### src/rtl/lsu_pkg.sv
// Shared types and constants for the load/store unit.
// Funct codes, FSM state encoding and request legality helper.
package lsu_pkg;

  localparam int DEPTH_DEF = 32;

  localparam logic [2:0] FUNCT_B  = 3'b000;
  localparam logic [2:0] FUNCT_H  = 3'b001;
  localparam logic [2:0] FUNCT_W  = 3'b010;
  localparam logic [2:0] FUNCT_BU = 3'b100;
  localparam logic [2:0] FUNCT_HU = 3'b101;

  typedef enum logic [2:0] {
    S_IDLE,
    S_RD,
    S_LEXT,
    S_MRG,
    S_WR,
    S_ERR
  } state_e;

  // Unsigned widths only exist for loads.
  function automatic logic funct_bad(
    input logic       wr,
    input logic [2:0] f
  );
    logic bad;
    bad = 1'b1;
    case (f)
      FUNCT_B, FUNCT_H, FUNCT_W: bad = 1'b0;
      FUNCT_BU, FUNCT_HU:        bad = wr;
      default:                   bad = 1'b1;
    endcase
    return bad;
  endfunction

endpackage

### src/rtl/load_store_unit_if.sv
// Request/response handshake and data-memory port bundle.
// master: execute stage plus memory model; slave: the LSU.
interface load_store_unit_if;

  logic        req_valid;
  logic        req_ready;
  logic        req_write;
  logic [2:0]  req_funct;
  logic [31:0] req_addr;
  logic [31:0] req_wdata;

  logic        resp_valid;
  logic        resp_error;
  logic [31:0] resp_rdata;

  logic        mem_read;
  logic        mem_write;
  logic [31:0] mem_address;
  logic [31:0] mem_write_data;
  logic [31:0] mem_read_data;

  modport master (
    output req_valid, req_write, req_funct,
    output req_addr, req_wdata, mem_read_data,
    input  req_ready, resp_valid, resp_error,
    input  resp_rdata, mem_read, mem_write,
    input  mem_address, mem_write_data
  );

  modport slave (
    input  req_valid, req_write, req_funct,
    input  req_addr, req_wdata, mem_read_data,
    output req_ready, resp_valid, resp_error,
    output resp_rdata, mem_read, mem_write,
    output mem_address, mem_write_data
  );

endinterface

### src/rtl/lsu_align.sv
// Lane selection: load extension, store merge and alignment check.
// Purely combinational; lanes are little-endian.
module lsu_align
  import lsu_pkg::*;
(
  input  logic [31:0] word,
  input  logic [1:0]  lane,
  input  logic [2:0]  funct,
  input  logic [31:0] sdata,
  output logic [31:0] ext,
  output logic [31:0] merged,
  output logic        misal
);

  logic [7:0]  b;
  logic [15:0] h;

  always_comb begin
    b      = word[{lane, 3'b000} +: 8];
    h      = lane[1] ? word[31:16] : word[15:0];
    ext    = word;
    merged = word;
    misal  = 1'b0;
    unique case (1'b1)
      (funct == FUNCT_B): begin
        ext = {{24{b[7]}}, b};
        merged[{lane, 3'b000} +: 8] = sdata[7:0];
      end
      (funct == FUNCT_BU): begin
        ext = {24'h0, b};
      end
      (funct == FUNCT_H): begin
        ext   = {{16{h[15]}}, h};
        misal = lane[0];
        if (lane[1]) merged[31:16] = sdata[15:0];
        else         merged[15:0]  = sdata[15:0];
      end
      (funct == FUNCT_HU): begin
        ext   = {16'h0, h};
        misal = lane[0];
      end
      (funct == FUNCT_W): begin
        misal  = |lane;
        merged = sdata;
      end
      default: ;
    endcase
  end

endmodule

### src/rtl/load_store_unit.sv
// Data-memory initiator: one load/store at a time, RMW for B/H.
// FSM with registered request fields and registered response.
module load_store_unit
  import lsu_pkg::*;
#(
  parameter int DEPTH = DEPTH_DEF,
  parameter int IDX_W = $clog2(DEPTH)
) (
  input  logic             clk,
  input  logic             reset,
  load_store_unit_if.slave bus
);

  state_e state_q, state_d;

  logic             write_q, write_d;
  logic [2:0]       funct_q, funct_d;
  logic [IDX_W+1:0] addr_q, addr_d;
  logic [31:0]      word_q, word_d;
  logic             resp_valid_q, resp_valid_d;
  logic             resp_error_q, resp_error_d;
  logic [31:0]      resp_rdata_q, resp_rdata_d;

  logic        idle;
  logic [2:0]  a_funct;
  logic [1:0]  a_lane;
  logic [31:0] a_ext;
  logic [31:0] a_merged;
  logic        a_misal;
  logic        out_rng;
  logic        illegal;

  assign idle = (state_q == S_IDLE);

  // In IDLE the aligner checks the incoming request; later it
  // works on the registered fields and the returned word.
  assign a_funct = idle ? bus.req_funct     : funct_q;
  assign a_lane  = idle ? bus.req_addr[1:0] : addr_q[1:0];

  lsu_align u_align (
    .word   (bus.mem_read_data),
    .lane   (a_lane),
    .funct  (a_funct),
    .sdata  (word_q),
    .ext    (a_ext),
    .merged (a_merged),
    .misal  (a_misal)
  );

  assign out_rng = bus.req_addr[31:2] >= 30'(DEPTH);
  assign illegal = funct_bad(bus.req_write, bus.req_funct)
                 | a_misal | out_rng;

  always_comb begin
    state_d      = state_q;
    write_d      = write_q;
    funct_d      = funct_q;
    addr_d       = addr_q;
    word_d       = word_q;
    resp_valid_d = 1'b0;
    resp_error_d = 1'b0;
    resp_rdata_d = resp_rdata_q;
    case (state_q)
      S_IDLE: begin
        if (bus.req_valid) begin
          write_d = bus.req_write;
          funct_d = bus.req_funct;
          addr_d  = bus.req_addr[IDX_W+1:0];
          word_d  = bus.req_wdata;
          if (illegal)
            state_d = S_ERR;
          else if (bus.req_write && bus.req_funct == FUNCT_W)
            state_d = S_WR;
          else
            state_d = S_RD;
        end
      end
      S_RD: begin
        state_d = write_q ? S_MRG : S_LEXT;
      end
      S_LEXT: begin
        resp_valid_d = 1'b1;
        resp_rdata_d = a_ext;
        state_d      = S_IDLE;
      end
      S_MRG: begin
        word_d  = a_merged;
        state_d = S_WR;
      end
      S_WR: begin
        resp_valid_d = 1'b1;
        resp_rdata_d = '0;
        state_d      = S_IDLE;
      end
      S_ERR: begin
        resp_valid_d = 1'b1;
        resp_error_d = 1'b1;
        resp_rdata_d = '0;
        state_d      = S_IDLE;
      end
      default: state_d = S_IDLE;
    endcase
  end

  always_ff @(posedge clk or posedge reset) begin
    if (reset) begin
      state_q      <= S_IDLE;
      write_q      <= 1'b0;
      funct_q      <= '0;
      addr_q       <= '0;
      word_q       <= '0;
      resp_valid_q <= 1'b0;
      resp_error_q <= 1'b0;
      resp_rdata_q <= '0;
    end else begin
      state_q      <= state_d;
      write_q      <= write_d;
      funct_q      <= funct_d;
      addr_q       <= addr_d;
      word_q       <= word_d;
      resp_valid_q <= resp_valid_d;
      resp_error_q <= resp_error_d;
      resp_rdata_q <= resp_rdata_d;
    end
  end

  assign bus.req_ready      = idle;
  assign bus.resp_valid     = resp_valid_q;
  assign bus.resp_error     = resp_error_q;
  assign bus.resp_rdata     = resp_rdata_q;
  assign bus.mem_read       = (state_q == S_RD);
  assign bus.mem_write      = (state_q == S_WR);
  assign bus.mem_address    = {{(32-IDX_W){1'b0}}, addr_q[IDX_W+1:2]};
  assign bus.mem_write_data = (state_q == S_WR) ? word_q : '0;

endmodule

### src/flat_wrapper.sv
// flat-port wrapper written by rule: the top's interface ports become plain ports
module load_store_unit_flat import lsu_pkg::*;
#(
  parameter int DEPTH = DEPTH_DEF,
  parameter int IDX_W = $clog2(DEPTH)
)
  (clk, reset, bus_req_valid, bus_req_write, bus_req_funct, bus_req_addr, bus_req_wdata, bus_mem_read_data, bus_req_ready, bus_resp_valid, bus_resp_error, bus_resp_rdata, bus_mem_read, bus_mem_write, bus_mem_address, bus_mem_write_data);
  load_store_unit_if bus_i ();
  input  logic clk;
  input  logic reset;
  input wire logic [$bits(bus_i.req_valid)-1:0] bus_req_valid;
  input wire logic [$bits(bus_i.req_write)-1:0] bus_req_write;
  input wire logic [$bits(bus_i.req_funct)-1:0] bus_req_funct;
  input wire logic [$bits(bus_i.req_addr)-1:0] bus_req_addr;
  input wire logic [$bits(bus_i.req_wdata)-1:0] bus_req_wdata;
  input wire logic [$bits(bus_i.mem_read_data)-1:0] bus_mem_read_data;
  output wire logic [$bits(bus_i.req_ready)-1:0] bus_req_ready;
  output wire logic [$bits(bus_i.resp_valid)-1:0] bus_resp_valid;
  output wire logic [$bits(bus_i.resp_error)-1:0] bus_resp_error;
  output wire logic [$bits(bus_i.resp_rdata)-1:0] bus_resp_rdata;
  output wire logic [$bits(bus_i.mem_read)-1:0] bus_mem_read;
  output wire logic [$bits(bus_i.mem_write)-1:0] bus_mem_write;
  output wire logic [$bits(bus_i.mem_address)-1:0] bus_mem_address;
  output wire logic [$bits(bus_i.mem_write_data)-1:0] bus_mem_write_data;
  assign bus_i.req_valid = bus_req_valid;
  assign bus_i.req_write = bus_req_write;
  assign bus_i.req_funct = bus_req_funct;
  assign bus_i.req_addr = bus_req_addr;
  assign bus_i.req_wdata = bus_req_wdata;
  assign bus_i.mem_read_data = bus_mem_read_data;
  assign bus_req_ready = bus_i.req_ready;
  assign bus_resp_valid = bus_i.resp_valid;
  assign bus_resp_error = bus_i.resp_error;
  assign bus_resp_rdata = bus_i.resp_rdata;
  assign bus_mem_read = bus_i.mem_read;
  assign bus_mem_write = bus_i.mem_write;
  assign bus_mem_address = bus_i.mem_address;
  assign bus_mem_write_data = bus_i.mem_write_data;
  load_store_unit #(.DEPTH(DEPTH), .IDX_W(IDX_W)) u_core (.clk(clk), .reset(reset), .bus(bus_i));
endmodule
### config.mk
export PLATFORM = sky130hd
export DESIGN_NAME = load_store_unit_flat
export DESIGN_NICKNAME = d
export VERILOG_FILES = /design/src/rtl/lsu_pkg.sv /design/src/rtl/load_store_unit_if.sv /design/src/rtl/lsu_align.sv /design/src/rtl/load_store_unit.sv /design/src/flat_wrapper.sv
export SDC_FILE = /design/constraint.sdc
export NUM_CORES = 1
export LEC_CHECK = 0
export CAP_MARGIN = 30
export CORE_AREA = 2 2 98 100
export DETAILED_ROUTE_END_ITERATION = 12
export DIE_AREA = 0 0 100 102
export DONT_BUFFER_PORTS = 1
export GPL_TIMING_DRIVEN = 1
export PLACE_DENSITY = 0.75
export SETUP_SLACK_MARGIN = 0.4
export SLEW_MARGIN = 20
export SYNTH_ARGS = -nofsm -noshare
export SYNTH_HDL_FRONTEND = slang
export SYNTH_SLANG_ARGS = --single-unit
### constraint.sdc
create_clock -name clk -period 3.6 [get_ports clk]
set_input_delay 0.54 -clock clk [delete_from_list [all_inputs] [get_ports clk]]
set_output_delay 0.54 -clock clk [all_outputs]
set_load 0.005 [all_outputs]
* After elaboration in Yosys (flattened, before gate mapping) *
Index checks and enable logic that the tools add are counted.
Widths: inputs -> output; s select.

word-level totals
  output and inout port bits = 101
  input bits = 103
  logic and storage cells = 68
  register bits = 80

operators by class
  muxes and demuxes = 21
  $lt $le $gt $ge = 1
  reductions and logical operators = 15
  add/sub/neg operators = 1
  shifts and indexed selects = 3
  equality and inequality tests = 16
  bitwise operators = 2

operator list
  cell                    count
  $pmux 32 s2             2
  $pmux 32 s4             1
  $pmux 32 s3             1
  $mux 32                 2
  $mux 16                 3
  $bwmux 32               1
  $shift 8x7->32 const A  1
  $shiftx 32x6->8         1
  $shiftx 8x7->32         1
  $ge 30x6->1 const B     1
  $eq 3x3->1 const B      6
  $eq 3x2->1 const B      4
  $mux 3                  4
  $eq 3x1->1 const B      3
  $logic_not 3->1         3
  $pmux 3 s3              1
  $reduce_or 2->1         4
  $neg 5->7               1
  $reduce_or 3->1         2
  $ne 2x2->1 const B      2
  $pmux 1 s2              2
  $reduce_and 4->1        1
  $reduce_bool 2->1       2
  $mux 1                  3
  6 further kinds         7

* Longest topological paths before layout *
  depth after elaboration = 10
  depth in mapped cells = 12
  mapped depth without buffers = 10

* By module *
From an unflattened synthesis, not the netlist that was laid out.

second synthesis, totals
  cell total of the unflattened synthesis = 652
  area, all modules = 5919.4 µm²

modules (own cells, without submodules)
  module           cells each  area an instance (µm²)  seq. area each (µm²)  instances
  load_store_unit  345         3940.0                  2001.9                1
  lsu_align        307         1979.4                  0.0                   1

* Least setup slack after synthesis *
No wires, ideal clock.

  path kind = register to register
  from = register u_core.state_q[2]
  to = register u_core.word_q[16]
  path slack = 646 ps
  stages on the path, launching flop included = 13
  buffers on the path = 3
  period minus slack after synthesis = 2954 ps
  arrival = 2874 ps
  data required time = 3521 ps
  library setup time = 79 ps
  path through = dfrtp_1 -> buf_6 -> or3_1 -> buf_4 -> inv_2 -> a21boi_2 -> buf_2 -> ha_1 -> or3b_2 -> nor3_1 -> a21oi_1 -> nor2_1 -> a2bb2oi_1

between the ends
  longest elaborated chain between the ends = 7
  elaborated cells on any way between the ends = 18
  classes of those cells = add/sub: 1; eq/ne: 5; shift: 2; mux: 6; reduce/logical: 4

ends and longest elaborated chain
  item                                               RTL line                                      text
  start, declared                                    load_store_unit.sv:14                         state_e state_q, state_d;
  start signal, assigned                             load_store_unit.sv:116                        state_q <= state_d;
  $logic_not 3->1                                    load_store_unit.sv:33, load_store_unit.sv:63
  $mux 2                                             load_store_unit.sv:38                         assign a_lane = idle ? bus.req_addr[1:0] : addr_q[1:0];
  $neg 5->7                                          lsu_align.sv:27                               merged[{lane, 3'b000} +: 8] = sdata[7:0];
  $shiftx 8x7->32 or $shift 8x7->32 (tied branches)  lsu_align.sv:27
  $bwmux 32                                          lsu_align.sv:27
  $pmux 32 s3                                        lsu_align.sv:24                               unique case (1'b1)
  $pmux 32 s2                                        load_store_unit.sv:63                         case (state_q)
  end signal, assigned                               load_store_unit.sv:120                        word_q <= word_d;
  end, declared                                      load_store_unit.sv:19                         logic [31:0] word_q, word_d;

Parallel ways exist; a longest one is shown, timed or not.
A chain may end at the register's enable or synchronous reset.

* Worst setup path after layout *
  from = register u_core.state_q[2]
  to = register u_core.word_q[20]

The elaborated chain is that of the path after synthesis.

==> metrics.md <==
| Metric | Value |
|---|---|
| GPL Wtd Cong | `0.9496` |
| Fin cells | `~700` |
| Pin count of the biggest net entering global routing | `between 40 and 50` |
| WP data arrival | `3.28 ns` |
| TNS Setup | `0 ns` |
| Critical R2R Capture | `u_core.word_q[20]` |
| Biggest cell delay along the critical path | `0.49 ns` |
| Most used DFF post-synth | `dfrtp_1` |
| CTS sink count | `80` |
| Status | `finished, final reports clean` |
| First-pass GRT wire length | `between 20000 and 30000 um` |
| Die Wd | `approximately 100 um` |
| Max-Cap Viols | `0` |
| Area delta synth->final | `2.293%` |
| Max clock buf depth | `2` |
| Hold Vio Cnt, Final | `0` |
| Total clock buffers created by CTS | `9` |
| Drt via density | `7.014` |
| Final period utilization | `83.12%` |
| DRC viols | `0` |
| Number of enable flip-flop cells after synthesis | `0` |
| Yosys warnings | `0` |
| Drt total wl | `~17000 um` |
| Hold Path Class | `in -> async` |
| Worst Hold Slack | `between 0.05 and 0.06 ns` |
| Critical R2R Launch | `u_core.state_q[2]` |
| Gr usage total | `33.00%` |
| Net count, final | `approximately 690` |
| Tmin final | `about 3 ns` |
| CP Cell Sequence | `or3_1 -> inv_2 -> a21boi_2 -> buf_4 -> inv_1 -> ha_4 -> or3b_2 -> nor3_1 -> buf_4 -> a21oi_1 -> nor2_1 -> a2bb2oi_1` |
| Vias | `4875` |
| Placed instance count | `approximately 680` |
| Drt pass-1 iters | `5` |
| Filler cell count | `a little over 800` |
| Post-Syn Area | `around 0.0054 mm^2` |
| Drt wl/cell | `between 20 and 25 um` |
| Gate Count Post-Synth | `603` |
| GR Overflow Total | `0` |
| Clk_lat worst skew | `between 0.3 and 0.4 ns` |
| Syn avg cell area | `8.958 um^2` |
| Die area | `0.01020 mm^2` |
| WP data required | `~3.9 ns` |
| Worst Path Class, Setup | `reg -> reg` |
| Core box area | `between 0.009 and 0.01 mm^2` |
| RSZ-0062 raised after global routing | `false` |
| Headroom to the max-slew limit | `40.29%` |
| Pleak | `~0.0023 uW` |
| Share of cells above drive strength 1 | `13.01%` |
| Maximum vdd drop | `0.4692 mV` |
| Finished Core Util | `between 60% and 70%` |
| Hpwl dp | `about 13000 um` |
| Hold_buf cts | `0` |
| Commonest non-fill, non-tap cell in the layout | `dfrtp_1` |
| Vias in the first global route | `4609` |
| Crit path max fanout | `13` |
| CTS H-Tree Depth | `3` |
| Num ports | `approximately 200` |
| Slowest cell on the critical path | `dfrtp_2` |
| R2r worst-path depth | `12` |
| Synth unique cells | `58` |
| Sequential area share after synthesis | `37.06%` |
| TritonCTS clock tree | `done` |
| Flop-to-flop setup slack | `approximately 0.61 ns` |
| Clock skew | `roughly 0.010 ns` |
| Die Height | `~100 um` |
| Commonest cells after routing, fill and taps aside | `dfrtp_1 (78), nand2_1 (51), nor2_1 (36), and2_1 (35), o21ai_0 (33)` |
| Slew Limit Fails | `0` |
| Port Buffers | `0` |
| Async SR Flop Fraction | `100.0%` |
| DRT antenna net count | `0` |
| Power density over cell area | `926.5 mW/mm^2` |
| Seq cells post-synth | `80` |
| # rows | `35` |
| Final setup fails | `0` |
| Initial Util | `roughly three fifths` |
| Actual slew at the worst max-slew pin | `a little under 0.9 ns` |
| Crit path capture type | `flip-flop` |
| Fmax | `roughly 330 MHz` |
| Crit path launch type | `flip-flop` |
| Initial antenna violation count | `0` |
| Most used cell, CP | `buf_4` |
| Clk Tree Root Cell | `clkbuf_8` |
| Worst-path clk slew | `0.09 ns` |
| 1st-iter DRT viols | `approximately 430` |
| Diode count | `0` |
-- cells by family after synthesis --
group	Yosys count	synth area share, %
flip-flops	80	37.06
multiplexers	30	6.185
buffers and inverters	88	9.150
adder cells (fa/ha/maj)	3	0.6950
AO/OA/AOI/OAI	187	25.69
AND/OR/NAND/NOR	214	21.15
other	1	0.06943
-- metrics by stage --
step / setup WS (ns) / power [uW] / cell area (um^2)
2_1_floorplan: 0.6462 / 3781 / 5499
3_3_place_gp: 0.6299 / 4303 / 5304
3_5_place_dp: 0.5050 / 4372 / 5304
4_1_cts: 0.4659 / 5025 / 5493
5_1_grt: 0.4357 / 5468 / 5525
6_report: 0.6076 / 5119 / 5525
-- per-layer routing --
metal / global-route usage (%) / up-vias / part of all wire (%)
met5: 0 / - / 0
li1: - / 2153 / -
met3: 9.302 / 51 / 13
met2: 51.92 / 344 / 46
met4: 13.38 / 0 / 2.9
met1: 43.39 / 2327 / 37
-- worst max path at each step --
stage	start	end	slack, ns	cells past startpoint
2_1_floorplan	u_core.state_q[2]	u_core.word_q[16]	0.65	12
3_3_place_gp	u_core.state_q[0]	u_core.word_q[20]	0.63	12
3_5_place_dp	u_core.state_q[0]	u_core.word_q[20]	0.51	12
4_1_cts	u_core.state_q[0]	u_core.word_q[20]	0.47	12
5_1_grt	u_core.state_q[1]	u_core.word_q[20]	0.44	12
6_report	u_core.state_q[2]	u_core.word_q[20]	0.61	12
-- critical path, delay by kind of cell (launching register included) --
family / cells / cell delay, ns
simple gates: 4 / 1.22
buf+inv: 4 / 0.67
flops: 1 / 0.49
compound gates: 3 / 0.31
fa+ha+maj: 1 / 0.23
-- cell usage after synthesis (13+ instances only) --
cell	n	area (um^2)
o21ai_0	33	165.2
o221ai_1	14	122.6
a221oi_1	15	131.4
nor2b_1	13	81.33
mux2_2	23	259.0
dfrtp_1	80	2002
and2_1	35	219.0
buf_4	35	262.8
nand2_1	51	191.4
nor2_1	36	135.1
clkbuf_1	30	112.6
a221o_1	24	240.2
nor3_1	16	80.08
a21oi_1	33	165.2
-- flip-flops by register name (all words and copies together) (netlist names) --
name,flops
u_core.addr_q,7
u_core.bus.resp_error,1
u_core.bus.resp_rdata,32
u_core.bus.resp_valid,1
u_core.funct_q,3
u_core.state_q,3
u_core.word_q,32
u_core.write_q,1
-- final cells by class --
class,count,area [um^2],area share [%]
clock buffers,10,137.6,2.491
clock inverters,6,51.30,0.9284
inverters,12,46.29,0.8379
multi-input cells,461,3030,54.85
flip-flops and latches,80,2004,36.28
well taps,111,138.9,2.514
repair buffers,15,116.4,2.106
-- timing repair --
action	CTS	global route
setup endpoints to repair	0	8
resized for setup	0	5
endpoints found under the hold margin	0	0
buffers inserted	0	0
-- where the power goes --
part / internal (uW) / switching [uW] / total, uW
sequential: 1300 / 440 / 1740
combinational: 1060 / 1670 / 2730
clock: 278 / 372 / 650
(Power assumes the default switching activity.)
